===== config.mk =====
export PLATFORM = sky130hd
export DESIGN_NAME = i2c_master_tx
export DESIGN_NICKNAME = d
export VERILOG_FILES = /design/src/rtl/i2c_master_tx.sv
export SDC_FILE = /design/constraint.sdc
export NUM_CORES = 1
export LEC_CHECK = 0
export ABC_CLOCK_PERIOD_IN_PS = 2000
export CAP_MARGIN = 20
export CORE_UTILIZATION = 45
export CTS_CLUSTER_SIZE = 28
export DETAILED_ROUTE_END_ITERATION = 6
export PLACE_DENSITY = 0.69
export SLEW_MARGIN = 20
export SYNTH_ARGS = -nofsm -noshare
export SYNTH_HDL_FRONTEND = slang
export SYNTH_SLANG_ARGS = --single-unit

===== constraint.sdc =====
create_clock -name clk -period 2 [get_ports clk]
set_input_delay 0.2 -clock clk [delete_from_list [all_inputs] [get_ports clk]]
set_output_delay 0.2 -clock clk [all_outputs]
set_load 0.01 [all_outputs]

===== src/rtl/i2c_master_tx.sv =====
// Write-only I2C master serializer: START, N bytes MSB-first (8 SCL pulses, no ACK), STOP.
// SCL timing is built from quarter periods of CLK_DIV system clocks.
module i2c_master_tx #(
   parameter int unsigned CLK_DIV = 4
) (
   input  logic       clk,
   input  logic       reset,
   input  logic [7:0] tx_data,
   input  logic       tx_valid,
   input  logic       tx_last,
   output logic       tx_ready,
   output logic       scl,
   output logic       sda,
   output logic       busy,
   output logic       done
);

   typedef enum logic [2:0] {
      StIdle,
      StStart,
      StBit,
      StWait,
      StStop
   } state_e;

   localparam logic [7:0] DivMax = 8'(CLK_DIV - 1);

   state_e     state_q, state_d;
   logic [7:0] div_cnt_q, div_cnt_d;
   logic [1:0] qtr_q, qtr_d;
   logic [2:0] bit_idx_q, bit_idx_d;
   logic [7:0] shreg_q, shreg_d;
   logic       last_q, last_d;
   logic       done_q, done_d;
   logic       tick;

   assign tick = (div_cnt_q == DivMax);

   always_ff @(posedge clk or posedge reset) begin
      if (reset) begin
         state_q   <= StIdle;
         div_cnt_q <= '0;
         qtr_q     <= '0;
         bit_idx_q <= 3'd7;
         shreg_q   <= '0;
         last_q    <= 1'b0;
         done_q    <= 1'b0;
      end else begin
         state_q   <= state_d;
         div_cnt_q <= div_cnt_d;
         qtr_q     <= qtr_d;
         bit_idx_q <= bit_idx_d;
         shreg_q   <= shreg_d;
         last_q    <= last_d;
         done_q    <= done_d;
      end
   end

   always_comb begin
      state_d   = state_q;
      div_cnt_d = tick ? '0 : div_cnt_q + 8'd1;
      qtr_d     = tick ? qtr_q + 2'd1 : qtr_q;
      bit_idx_d = bit_idx_q;
      shreg_d   = shreg_q;
      last_d    = last_q;
      done_d    = 1'b0;
      scl       = 1'b1;
      sda       = 1'b1;
      tx_ready  = 1'b0;

      unique case (state_q)
         StIdle: begin
            tx_ready  = 1'b1;
            div_cnt_d = '0;
            qtr_d     = '0;
            if (tx_valid) begin
               shreg_d = tx_data;
               last_d  = tx_last;
               state_d = StStart;
            end
         end

         StStart: begin
            scl = (qtr_q == 2'd0);
            sda = 1'b0;
            if (tick && qtr_q == 2'd1) begin
               state_d   = StBit;
               bit_idx_d = 3'd7;
               div_cnt_d = '0;
               qtr_d     = '0;
            end
         end

         StBit: begin
            // Quarters 0-1 low, 2-3 high; data is stable for the whole bit.
            scl = qtr_q[1];
            sda = shreg_q[bit_idx_q];
            if (tick && qtr_q == 2'd3) begin
               div_cnt_d = '0;
               qtr_d     = '0;
               if (bit_idx_q != 3'd0) begin
                  bit_idx_d = bit_idx_q - 3'd1;
               end else if (last_q) begin
                  state_d = StStop;
               end else begin
                  state_d = StWait;
               end
            end
         end

         StWait: begin
            // Clock stretch: SCL held low, SDA keeps bit 0 until the next byte arrives.
            scl       = 1'b0;
            sda       = shreg_q[0];
            tx_ready  = 1'b1;
            div_cnt_d = '0;
            qtr_d     = '0;
            if (tx_valid) begin
               shreg_d   = tx_data;
               last_d    = tx_last;
               bit_idx_d = 3'd7;
               state_d   = StBit;
            end
         end

         StStop: begin
            scl = (qtr_q != 2'd0);
            sda = (qtr_q == 2'd2);
            if (tick && qtr_q == 2'd2) begin
               state_d   = StIdle;
               done_d    = 1'b1;
               div_cnt_d = '0;
               qtr_d     = '0;
            end
         end

         default: begin
            state_d = StIdle;
         end
      endcase
   end

   assign busy = (state_q != StIdle);
   assign done = done_q;

endmodule

==> results_dict.tcl <==
set metrics [dict create \
    drv_slew 0 \
    cts_hold_buf 0 \
    die_area_um2 3430 \
    syn_to_final_growth_pct 29.6 \
    cp_max_fo 3 \
    post-route-util_pct 61.2 \
    gr-total-overflow 0 \
    rows 20 \
    clk_latency_ns 0.32 \
    synth_edf_count 0 \
    final_nets 196 \
    io_pins 17 \
    die_x_um 58.6 \
    r2r_end "bit_idx_q[0]" \
    dp_slack_ns -0.0144 \
    finalWirelength_um 2910 \
    synthTopCellsByArea "dfrtp_1, mux2_2, ha_1, dfstp_2, nor2_1" \
    ant_nets 0 \
    fin_ws_ns -0.0151 \
    critPathMaxStageDelay_ns 0.59 \
    numClockSinks 26 \
    drt_iter0_drc 34 \
    ys_seq_area_share_pct 45.4 \
    synth.net_count 156 \
    seqPwrFrac_pct 33.6 \
    power_density_nw_per_um2 1290 \
    worstPathRequired_ns 1.80 \
    relSlewSlack_pct 78.0 \
    cp-start-kind "register" \
    wl_per_cell_um 13.3 \
    rrSetupSlack_ns -0.02 \
    ys_types 34 \
    synth_top_area_cell "dfrtp_1" \
    p_int_uw 1550 \
    synthArstFlopShare_pct 100 \
    drv_cap 0 \
    synth_warnings 0 \
    drcViolationCount 0 \
    switching_power_uw 864 \
    dp_hpwl_um 2190 \
    vias 1143 \
    antenna_found_initial 0 \
    ctsHtreeMaxLevel 1 \
    violations "negative setup slack" \
    fin_crit_ns 2.02 \
    leakagePower_uw 0.000874 \
    r2r-start "div_cnt_q[1]" \
    max_freq_ghz 0.496 \
    firstDrtPassIters 4 \
    synth_ff_type "dfrtp_1" \
    cts_buffers 3 \
    track_usage_pct 19.8 \
    viasPerCell 5.22 \
    period_share_pct 101 \
    syn_avg_cell_area_um2 10.6 \
    cts-root-buf "clkbuf_4" \
    finalSetupViolations 3 \
    min_path_type "primary input to asynchronous set/reset pin" \
    grt_pass1_vias 1194 \
    path_cells "mux4_2, mux2i_1, a211oi_1, buf_2" \
    synthesis.area_um2 1440 \
    critPathSlowestCell "dfstp_2" \
    yosysTopAreaCellShare_pct 39.9 \
    switching_share_pct 35.8 \
    synth_cells 136 \
    p_clk_share_pct 11.2 \
    grt_first_pass_wirelength_um 5170 \
    max_slew.worst_pin.slew_ns 0.330 \
    die_y_um 58.6 \
    synth_seq_cells 26 \
    synth_common_cells "dfrtp_1, nor2_1, a21oi_1, mux2_2" \
    fp.coreArea_um2 3050 \
    globalplace.congestion 0.882 \
    worst-r2r-cell-count 6 \
    drive_above_1_share_pct 33.7 \
    clockBufferDepth 2 \
    crit_arrival_ns 1.82 \
    hold_violations 0 \
    cts_tree "yes" \
    io_buffers 16 \
    antenna_cells 0 \
    clk_pin_slew_worst_paths_ns 0.15 \
    endpoint_kind "output port" \
    crit_type "register to output port" \
    start_util_pct 47.2 \
    outcome "finished, violations left" \
    vdd_drop_max_mv 0.556 \
    grt_max_degree 27 \
    rsz0062_at_grt "true" \
    pwr-share-comb_pct 55.2 \
    yosysMostFrequentCell "dfrtp_1" \
    skew_ns 0.00712 \
]
==> critical path, delay by kind of cell, from the launching register on <==
family	cells	cell delay, ns
compound gates	1	0.10
mux	2	0.65
flops	1	0.59
buf+inv	1	0.15
==> layer usage <==
layer | global-route usage (%) | share of wire (%) | vias to the layer above
met5 | 0 | 0 | -
met4 | 5.44 | 0.58 | 0
met3 | 2.86 | 3.7 | 2
met2 | 34.8 | 52 | 22
met1 | 25.6 | 44 | 574
li1 | - | - | 545
==> layout by cell type, fill, tap and decap left out, drive strengths merged, types with 4 or more instances in the layout <==
cell,instances
mux2,12
clkbuf,5
buf,26
nand2,7
xor2,4
dfrtp,23
inv,8
a21oi,11
ha,8
and3,4
nand3,7
nor2,15
clkdlybuf4s50,13
==> flip-flops by register name, summed over array words and instances, names as in the netlist <==
register   count
bit_idx_q      3
div_cnt_q      8
done           1
last_q         1
qtr_q          2
shreg_q        8
state_q        3
==> power groups by stage <==
stage          Sequential [uW]  Combinational (uW)  Clock [uW]
5_1_grt                    836                1450         299
3_5_place_dp               847                1260           0
2_1_floorplan              791                 797           0
3_3_place_gp               839                1230           0
4_1_cts                    816                1300         275
6_report                   811                1330         269
==> repair_timing <==
item                                    CTS  global route
buffers inserted                          4             4
pin swaps                                 1             1
resized for setup                         8             6
endpoints found under the setup margin    5             5
cloned                                    0             0
==> area by class of cell <==
cell class | instances | area [um^2]
clock buffers | 4 | 36.3
fillers | 273 | 1180
inverters | 8 | 30.0
multi-input cells | 96 | 739
flip-flops and latches | 26 | 658
well taps | 44 | 55.1
repair buffers | 41 | 349
==> through the flow <==
step | TNS (ns) | instance area [um^2] | power [uW] | instances | hold slack [ns]
after CTS | -0.0219 | 1830 | 2390 | 215 | 0.221
after global routing | -0.294 | 1870 | 2590 | 219 | 0.235
final | -0.0262 | 1870 | 2410 | 219 | 0.214
after detailed placement | -0.0144 | 1770 | 2100 | 207 | 0.492
after global placement | 0 | 1770 | 2070 | 207 | 0.492
after floorplan | 0 | 1440 | 1590 | 136 | 0.238
==> cell families (layout without fill, tap and decap cells) <==
| family | count (synthesis) | in the layout | synth area share [%] |
|---|---|---|---|
| buffers and inverters | 14 | 53 | 3.82 |
| AOI/OAI and AO/OA | 20 | 20 | 8.68 |
| adders and majority gates | 8 | 8 | 6.94 |
| and+or+nand+nor | 46 | 46 | 17.2 |
| DFF | 26 | 26 | 45.4 |
| xor gates and xnor gates | 7 | 7 | 4.25 |
| muxes | 15 | 15 | 13.7 |
==> how the worst max path moves through the flow <==
stage	startpoint	endpoint	slack, ns	cells past startpoint
after global routing	div_cnt_q[0]	bit_idx_q[0]	-0.1	6
after detailed placement	bit_idx_q[0]	sda	-0.01	4
after CTS	bit_idx_q[0]	sda	-0.02	4
final	bit_idx_q[0]	sda	-0.02	4
after floorplan	div_cnt_q[0]	bit_idx_q[0]	0.03	6
after global placement	bit_idx_q[0]	sda	0.01	4
Note: power is estimated with default switching activity, not from simulation.
